[src/rtl/poly_ram_arbiter_pkg.sv]
// Shared definitions for the firing-state controller RAM arbiters:
// requester indices, arbiter state encoding and a ceil-log2 helper.
package poly_ram_arbiter_pkg;

  localparam int REQ_STP = 0;
  localparam int REQ_EVP = 1;
  localparam int REQ_EVB = 2;

  typedef enum logic {
    ARB_IDLE = 1'b0,
    ARB_OWN  = 1'b1
  } arb_state_e;

  // Width needed to hold indices 0..value-1; never narrower than 1 bit.
  function automatic int log2(input int value);
    int r;
    r = 0;
    while ((1 << r) < value) r = r + 1;
    if (r == 0) r = 1;
    return r;
  endfunction

endpackage

[src/rtl/poly_ram_arbiter_pick.sv]
// Combinational round-robin selector: picks the first set request bit
// scanning ptr, ptr+1, ... modulo N. Shared with the data-RAM arbiter.
module rr_priority_pick #(
  parameter int N     = 3,
  parameter int PTR_W = 2
) (
  input  logic [N-1:0]     req,
  input  logic [PTR_W-1:0] ptr,
  output logic [N-1:0]     sel,
  output logic             any
);

  int w_idx;

  always_comb begin
    sel   = '0;
    any   = 1'b0;
    w_idx = 0;
    for (int i = 0; i < N; i++) begin
      w_idx = int'(ptr) + i;
      if (w_idx >= N) w_idx = w_idx - N;
      for (int j = 0; j < N; j++) begin
        if (!any && (j == w_idx) && req[j]) begin
          sel[j] = 1'b1;
          any    = 1'b1;
        end
      end
    end
  end

endmodule

[src/rtl/poly_ram_arbiter.sv]
// Round-robin arbiter sharing the single-port coefficient RAM between the
// STP/EVP/EVB FSMs, with locked bursts. Optional watchdog: ARB_TIMEOUT_EN.
module poly_ram_arbiter
  import poly_ram_arbiter_pkg::*;
#(
  parameter int NUM_REQ        = 3,
  parameter int word_size      = 16,
  parameter int addr_width     = 10,
  parameter int TIMEOUT_CYCLES = 64
) (
  input  logic                          clk,
  input  logic                          rst,
  input  logic [NUM_REQ-1:0]            req,
  input  logic [NUM_REQ-1:0]            lock,
  input  logic [NUM_REQ-1:0]            we,
  input  logic [NUM_REQ*addr_width-1:0] addr,
  input  logic [NUM_REQ*word_size-1:0]  wdata,
  output logic [NUM_REQ-1:0]            gnt,
  output logic [NUM_REQ-1:0]            rvalid,
  output logic [word_size-1:0]          rdata,
  output logic [addr_width-1:0]         ram_addr,
  output logic [word_size-1:0]          ram_wdata,
  output logic                          ram_wr_en,
  output logic                          ram_rd_en,
  input  logic [word_size-1:0]          ram_rdata,
  output logic                          busy
`ifdef ARB_TIMEOUT_EN
  ,
  output logic                          timeout_err
`endif
);

  localparam int PTR_W = log2(NUM_REQ);

  arb_state_e             r_state;
  logic [NUM_REQ-1:0]     r_gnt;
  logic [NUM_REQ-1:0]     r_rvalid;
  logic [PTR_W-1:0]       r_ptr;
  logic [PTR_W-1:0]       r_owner;

  logic [NUM_REQ-1:0]     w_sel;
  logic                   w_any;
  logic [PTR_W-1:0]       w_sel_idx;
  logic [PTR_W-1:0]       w_ptr_nxt;
  logic                   w_own_req;
  logic                   w_own_lock;
  logic                   w_own_we;
  logic [addr_width-1:0]  w_addr;
  logic [word_size-1:0]   w_wdata;
  logic                   w_access;
  logic                   w_release;
  logic                   w_timeout;

  rr_priority_pick #(
    .N     (NUM_REQ),
    .PTR_W (PTR_W)
  ) u_pick (
    .req (req),
    .ptr (r_ptr),
    .sel (w_sel),
    .any (w_any)
  );

  always_comb begin
    w_sel_idx = '0;
    for (int i = 0; i < NUM_REQ; i++) begin
      if (w_sel[i]) w_sel_idx = PTR_W'(i);
    end
  end

  // Owner's request slice; addr/wdata follow the owner even when idle.
  always_comb begin
    w_own_req  = 1'b0;
    w_own_lock = 1'b0;
    w_own_we   = 1'b0;
    w_addr     = '0;
    w_wdata    = '0;
    for (int i = 0; i < NUM_REQ; i++) begin
      if (r_owner == PTR_W'(i)) begin
        w_own_req  = req[i];
        w_own_lock = lock[i];
        w_own_we   = we[i];
        w_addr     = addr[i*addr_width +: addr_width];
        w_wdata    = wdata[i*word_size +: word_size];
      end
    end
  end

  assign w_access  = (r_state == ARB_OWN) && w_own_req;
  assign w_release = (r_state == ARB_OWN) && (!w_own_lock || w_timeout);
  assign w_ptr_nxt = (r_owner == PTR_W'(NUM_REQ - 1)) ? '0 : r_owner + PTR_W'(1);

  always_ff @(posedge clk or negedge rst) begin
    if (!rst) begin
      r_state  <= ARB_IDLE;
      r_gnt    <= '0;
      r_rvalid <= '0;
      r_ptr    <= PTR_W'(REQ_STP);
      r_owner  <= PTR_W'(REQ_STP);
    end else begin
      // Return path is tagged with the reader, independent of later ownership.
      r_rvalid <= (w_access && !w_own_we) ? r_gnt : '0;
      case (r_state)
        ARB_IDLE: begin
          if (w_any) begin
            r_gnt   <= w_sel;
            r_owner <= w_sel_idx;
            r_state <= ARB_OWN;
          end
        end
        ARB_OWN: begin
          if (w_release) begin
            r_gnt   <= '0;
            r_ptr   <= w_ptr_nxt;
            r_state <= ARB_IDLE;
          end
        end
      endcase
    end
  end

`ifdef ARB_TIMEOUT_EN
  localparam int CNT_W = log2(TIMEOUT_CYCLES + 1);

  logic [CNT_W-1:0] r_idle_cnt;
  logic             r_timeout_err;

  // Fires on the TIMEOUT_CYCLES-th consecutive OWN cycle without an access.
  assign w_timeout = (r_state == ARB_OWN) && !w_access &&
                     ((int'(r_idle_cnt) + 1) >= TIMEOUT_CYCLES);

  always_ff @(posedge clk or negedge rst) begin
    if (!rst) begin
      r_idle_cnt    <= '0;
      r_timeout_err <= 1'b0;
    end else begin
      if (r_state != ARB_OWN || w_access || w_release) r_idle_cnt <= '0;
      else                                             r_idle_cnt <= r_idle_cnt + CNT_W'(1);
      if (w_timeout) r_timeout_err <= 1'b1;
    end
  end

  assign timeout_err = r_timeout_err;
`else
  assign w_timeout = 1'b0;
`endif

  assign gnt       = r_gnt;
  assign rvalid    = r_rvalid;
  assign rdata     = ram_rdata;
  assign busy      = |r_gnt;
  assign ram_addr  = w_addr;
  assign ram_wdata = w_wdata;
  assign ram_wr_en = w_access && w_own_we;
  assign ram_rd_en = w_access && !w_own_we;

endmodule
[config.mk]
export PLATFORM = sky130hd
export DESIGN_NAME = poly_ram_arbiter
export DESIGN_NICKNAME = d
export VERILOG_FILES = /design/src/rtl/poly_ram_arbiter_pkg.sv /design/src/rtl/poly_ram_arbiter_pick.sv /design/src/rtl/poly_ram_arbiter.sv
export SDC_FILE = /design/constraint.sdc
export NUM_CORES = 1
export LEC_CHECK = 0
export ABC_AREA = 1
export CORE_MARGIN = 5
export CORE_UTILIZATION = 28
export DETAILED_ROUTE_END_ITERATION = 8
export GPL_TIMING_DRIVEN = 0
export PLACE_DENSITY_LB_ADDON = 0.08
export SETUP_SLACK_MARGIN = 0.2
export SYNTH_ARGS = -nofsm -noshare
export SYNTH_HDL_FRONTEND = slang
export SYNTH_SLANG_ARGS = --single-unit
[constraint.sdc]
create_clock -name clk -period 1.8 [get_ports clk]
set_input_delay 0.18 -clock clk [delete_from_list [all_inputs] [get_ports clk]]
set_output_delay 0.18 -clock clk [all_outputs]
set_load 0.01 [all_outputs]
==> results of run 1 <==
[path summary, 6_finish.rpt]
check,cells after the start,from,slack (ns),end
hold reg to reg,2,gnt[1],0.52,gnt[1]
setup / recovery,7,r_owner[1],0.08,ram_addr[6]
setup reg to reg,9,r_ptr[1],0.18,r_owner[0]
hold / removal,1,rst,0.28,r_owner[1]
max in group asynchronous,1,rst,1.19,gnt[1]
min in group clk,2,gnt[1],0.52,gnt[1]
[layer usage]
metal | share of wire, % | global-route usage [%]
met5 | 0 | 0
met4 | 0.86 | 1.55
met3 | 8.2 | 4.74
met2 | 52 | 36.1
met1 | 39 | 21.9
[critical path, delay by kind of cell (launching register included)]
kind / cells / cell delay [ns]
buf+inv: 4 / 0.54
flops: 1 / 0.38
simple gates: 3 / 0.37
[area by class of cell]
cell class,count,area [um2]
fillers,380,1330
inverters,19,71.3
plain buffers,25,236
multi-input cells,175,1120
repair buffers,156,1560
clock buffers,4,45.0
well taps,67,83.8
flip-flops and latches,11,275
[metrics by stage]
step | total power [mW] | util (%) | hold slack (ns) | instance area (um2) | setup TNS (ns)
2_1_floorplan | 1.81 | - | -0.116 | 1360 | 0
3_3_place_gp | 3.06 | 60.0 | 0.497 | 2830 | -4.99
3_5_place_dp | 3.08 | 60.0 | 0.520 | 2830 | -5.66
4_1_cts | 3.47 | 63.4 | 0.291 | 2990 | 0
5_1_grt | 4.51 | 71.9 | 0.315 | 3390 | -0.000148
6_report | 4.18 | 71.9 | 0.281 | 3390 | 0
[timing repair]
action                                  4_1_cts  5_1_grt
setup buffers                                12        2
gates cloned                                  0        3
endpoints found under the setup margin       33       33
hold endpoints to repair                      0        0
pin swaps                                     3        4
gates resized for setup                     119      104
[sequential cells by signal (all words and copies together), names as in the netlist]
register and cells:
rvalid 3, gnt 3, r_owner 2, r_state 1, r_ptr 2
[kinds of logic (layout without fill, tap and decap cells)]
| family | count (synthesis) | in the layout |
|---|---|---|
| simple gates | 166 | 166 |
| buf+inv | 44 | 204 |
| flops | 11 | 11 |
| compound gates | 7 | 7 |
| fa+ha+maj | 2 | 2 |
[cell usage in the layout (no fill, tap or decap), drive strengths merged]
cell type and instances:
nor3 1, a21oi 1, nor2 12, nand2 112, inv 19, nand4 4
ha 2, dfrtp 11, or2 1, nand3 36, clkdlybuf4s50 111, buf 66
a31oi 1, o21ai 5, clkbuf 8
[power by group through the flow]
stage / combinational, mW / clock (mW) / sequential, mW
after CTS: 2.81 / 0.243 / 0.416
after global placement: 2.64 / 0 / 0.416
after detailed placement: 2.66 / 0 / 0.420
after global routing: 3.82 / 0.257 / 0.433
final: 3.53 / 0.237 / 0.418
after floorplan: 1.40 / 0 / 0.414
==> impl_metrics.csv, run 1 <==
group,metric,value,unit
outcome,outcome,"complete, no violations",
cells_and_area,final_cells,457,
worst_setup_path,path_cells,"or2_1, inv_2, clkbuf_16, clkbuf_16, nand2_1, nand3_1, buf_2",
global_routing,grt_util_all_layers,18.9,%
yosys,syn_avg_cell_area,5.90,um2
yosys,yosysSeqAreaShare,20.3,%
die,die_area,0.00634,mm2
place,place_inst,436,
route,post_drt_wl_per_cell,15.9,um
power_and_ir_drop,power.share.clock,5.7,%
yosys,synth_mux_area_share,0,%
yosys,yosysWarnings,0,
clocking,cts-root-buf,"clkbuf_8",
worst_setup_path,worstPathArrival,1.54,ns
route,drtIter0Drc,53,
sta,hold_viol,0,
power_and_ir_drop,power_density,1230,mW/mm2
place,io_buffers,139,
yosys,async_flop_share,100,%
sta,max_freq,582,MHz
die,start_util,28.7,%
hold_path,hp-class,"primary input to asynchronous set/reset pin",
die,ios,156,
clocking,cts_tree,"built",
cells_and_area,area_delta_synth_final,150,%
yosys,ys.flop_type,"dfrtp_1",
worst_setup_path,crit_path_end_kind,"output pin",
sta,fin_ws,0.0805,ns
route,dr.pass1.iters,4,
sta,rsz0062_at_grt,"true",
die,coreArea,0.00472,mm2
die,num_rows,25,
yosys,synth_top_family_by_area,"simple AND/OR/NAND/NOR gates",
global_routing,antenna_found_initial,0,
place,place.detailed.hpwl,5380,um
place,pre_cts_slack,-0.283,ns
route,ant_nets,0,
yosys,ys_types,25,
power_and_ir_drop,p_leak,1.71,nW
clocking,cts_buffers,3,
yosys,synth_xor_area_share,0,%
cells_and_area,nNetsFinal,498,
route,num_vias,2042,
clocking,ctsHoldBuffers,0,
global_routing,grt_pass1_vias,1889,
worst_setup_path,critPathSlowestCell,"dfrtp_1",
global_routing,global_route.overflow_total,0,
yosys,ys_ff_latch,11,
sta,worstMarginPinSlew,0.481,ns
die,die_w,79.6,um
global_routing,grt_max_degree,12,
power_and_ir_drop,p_switching,1.88,mW
yosys,post-synth-top-count-cell,"nand2_1",
yosys,synth_simple_gate_area_share,57.0,%
sta,clock_skew,0.00147,ns
yosys,netlist_area,0.00136,mm2
power_and_ir_drop,p_int,2.30,mW
yosys,synth_area_leaders,"nand2_1, dfrtp_1, nand3_1, buf_4, inv_1",
clocking,clk_path_buf_depth,2,
power_and_ir_drop,power_frac_seq,10.0,%
worst_setup_path,cp_max_fo,5,
sta,finalCritPeriodShare,95.5,%
clocking,h-tree-depth,1,
yosys,synth_edf_count,0,
worst_setup_path,critPathLaunchType,"register",
route,wl,7250,um
clocking,cts_sinks,11,
clocking,insertion_delay,0.23,ns
yosys,synth-compound-area-share,2.67,%
power_and_ir_drop,ir_drop,0.829,mV
die,die_y,79.6,um
sta,setup_viol,0,
worst_setup_path,path_class,"register to output pin",
yosys,synth_top_area_cell,"nand2_1",
cells_and_area,diodes,0,
yosys,syn-num-nets,337,
clocking,clkTransAtPathRegs,0.05,ns
yosys,synthAdderAreaFrac,1.84,%
sta,fin_crit,1.72,ns
worst_setup_path,slowest_delay,0.38,ns
worst_setup_path,cp_common_cell,"clkbuf_16",
sta,relSlewSlack,67.8,%
power_and_ir_drop,sw_frac_of_total,45.0,%
worst_setup_path,required,1.62,ns
place,place.gp.congestion,0.812,
yosys,syn_inst,230,
cells_and_area,final_layout_size_suffix_gt1_share,36.2,%
route,drc,0,
route,vias_per_cell,4.47,
sta,finalMaxSlewViolations,0,
yosys,synth_common_cells,"nand2_1, nand3_1, buf_4",
job,maxCapViolations,0,
global_routing,grt_pass1_wl,9510,um
power_and_ir_drop,comb_power_share,84.3,%
yosys,netlist.area_leader.share,29.9,%
(Power assumes the default switching activity.)
==> run 2, diff against run 1 <==
--- a/config.mk
+++ b/config.mk
@@ -6,7 +6,6 @@
 export NUM_CORES = 1
 export LEC_CHECK = 0
 export ABC_AREA = 1
-export CORE_MARGIN = 5
 export CORE_UTILIZATION = 28
 export DETAILED_ROUTE_END_ITERATION = 8
 export GPL_TIMING_DRIVEN = 0
==> run 2 against run 1 <==
Against the previous run:
- wire length decreased by 7.3%
- non-clock buffer count rose by 2
- cell count is 2.8% lower
- flip-flop and latch count did not move
- total power grew 3.1%
- sequential share of layout area about the same
==> impl_metrics.csv, run 2 (synthesis results as in run 1) <==
group,metric,value,unit
worst_setup_path,crit_path_end_kind,"output pin",
power_and_ir_drop,p_leak,1.70,nW
sta,hold_viol,0,
global_routing,global_route.overflow_total,0,
hold_path,hp-class,"primary input to asynchronous set/reset pin",
place,pre_cts_slack,-0.253,ns
clocking,cts_sinks,11,
clocking,cts-root-buf,"clkbuf_8",
cells_and_area,nNetsFinal,500,
cells_and_area,area_delta_synth_final,151,%
worst_setup_path,path_class,"register to output pin",
sta,max_freq,588,MHz
worst_setup_path,cp_max_fo,7,
sta,fin_crit,1.70,ns
die,start_util,30.1,%
clocking,cts_buffers,3,
route,drtIter0Drc,68,
clocking,ctsHoldBuffers,0,
cells_and_area,fin_util,75.8,%
global_routing,grt_max_degree,12,
sta,fin_ws,0.0980,ns
die,die_w,71.6,um
global_routing,grt_util_all_layers,21.7,%
route,post_drt_wl_per_cell,15.1,um
die,ios,156,
power_and_ir_drop,comb_power_share,84.3,%
sta,worstMarginPinSlew,0.509,ns
worst_setup_path,worstPathArrival,1.52,ns
die,num_rows,24,
route,ant_nets,0,
place,place.gp.congestion,0.760,
clocking,clk_path_buf_depth,2,
global_routing,antenna_found_initial,0,
place,io_buffers,139,
route,drc,0,
place,place.detailed.hpwl,4650,um
cells_and_area,final_cell_mix,"clkdlybuf4s50_1, nand2_1, buf_6, buf_4, nand3_2",
route,num_vias,2116,
sta,finalCritPeriodShare,94.6,%
die,die_y,71.6,um
route,vias_per_cell,4.77,
power_and_ir_drop,sw_frac_of_total,44.3,%
route,dr.pass1.iters,4,
sta,finalMaxSlewViolations,0,
power_and_ir_drop,power_frac_seq,9.9,%
clocking,insertion_delay,0.24,ns
clocking,h-tree-depth,1,
power_and_ir_drop,ir_drop,0.834,mV
cells_and_area,final_common_cell,"clkdlybuf4s50_1",
sta,clock_skew,0.00761,ns
worst_setup_path,critPathLaunchType,"register",
power_and_ir_drop,p_int,2.40,mW
outcome,outcome,"complete, no violations",
place,place_area,0.00281,mm2
power_and_ir_drop,p_switching,1.91,mW
cells_and_area,finish.instance_area,0.00341,mm2
sta,setup_viol,0,
cells_and_area,diodes,0,
clocking,clkTransAtPathRegs,0.05,ns
power_and_ir_drop,power.share.clock,5.8,%
die,die_area,0.00513,mm2
sta,relSlewSlack,66.0,%
die,coreArea,0.00450,mm2
sta,rsz0062_at_grt,"true",
power_and_ir_drop,power_density,1260,mW/mm2
global_routing,grt_pass1_vias,1823,
cells_and_area,final_layout_size_suffix_gt1_share,39.0,%
job,maxCapViolations,0,
clocking,cts_tree,"built",
global_routing,grt_pass1_wl,8780,um
worst_setup_path,required,1.62,ns
route,wl,6720,um
run 2: changes by cell type in the layout (fill, tap and decap cells not counted), sizes merged:
cell	before	now
buf	66	70
clkbuf	8	6
clkinv	0	1
inv	19	18
run 2: what timing repair did:
item / 4_1_cts / 5_1_grt
resized for setup: 122 / 116
pin swaps: 0 / 9
buffers inserted: 8 / 8
cloned: 1 / 2
endpoints found under the setup margin: 34 / 34
run 2: per-layer routing:
| metal | track usage, % | wire [um] | part of all wire (%) | vias to the layer above |
|---|---|---|---|---|
| met5 | 0 | 0 | 0 | - |
| li1 | - | - | - | 1032 |
| met4 | 6.32 | 159 | 2.4 | 0 |
| met3 | 3.23 | 500 | 7.4 | 17 |
| met1 | 25.1 | 2390 | 36 | 969 |
| met2 | 41.0 | 3670 | 55 | 98 |
run 2: per-stage QoR:
step           total power, mW  instances  hold slack, ns  TNS, ns
6_report                  4.31        444           0.276        0
5_1_grt                   4.61        444           0.322        0
4_1_cts                   3.50        434           0.285        0
3_5_place_dp              3.04        421           0.504    -4.99
3_3_place_gp              3.02        421           0.502    -4.77
2_1_floorplan             1.81        230          -0.116        0
run 2: path summary, 6_finish.rpt:
kind	startpoint	endpoint	cells after the start	slack, ns
hold / removal	rst	r_owner[1]	1	0.28
max in group asynchronous	rst	r_owner[0]	1	1.18
setup reg to reg	r_ptr[1]	gnt[2]	10	0.18
min in group clk	gnt[1]	gnt[1]	2	0.53
hold reg to reg	gnt[1]	gnt[1]	2	0.53
setup / recovery	r_owner[0]	ram_wr_en	9	0.1
run 2: layout make-up:
class / instances / area (um2)
well taps: 52 / 65.1
inverters: 19 / 76.3
clock buffers: 4 / 45.0
flip-flops and latches: 11 / 275
plain buffers: 25 / 253
repair buffers: 158 / 1580
fillers: 351 / 1090
multi-input cells: 175 / 1110
run 2: worst max-delay path: stages (launching register included):
cell and delay, ns:
dfrtp_1 0.36, inv_2 0.05, or2_4 0.27, clkinv_4 0.07, buf_12 0.13, nand2_4 0.05, nand3_4 0.07, nand2_2 0.05
nor2_1 0.10, buf_2 0.14
run 2: power by group through the flow:
stage | Combinational, mW | Clock, mW | Sequential, mW
3_5_place_dp | 2.63 | 0 | 0.417
3_3_place_gp | 2.61 | 0 | 0.414
4_1_cts | 2.83 | 0.258 | 0.412
5_1_grt | 3.91 | 0.268 | 0.431
6_report | 3.63 | 0.251 | 0.426
2_1_floorplan | 1.40 | 0 | 0.414
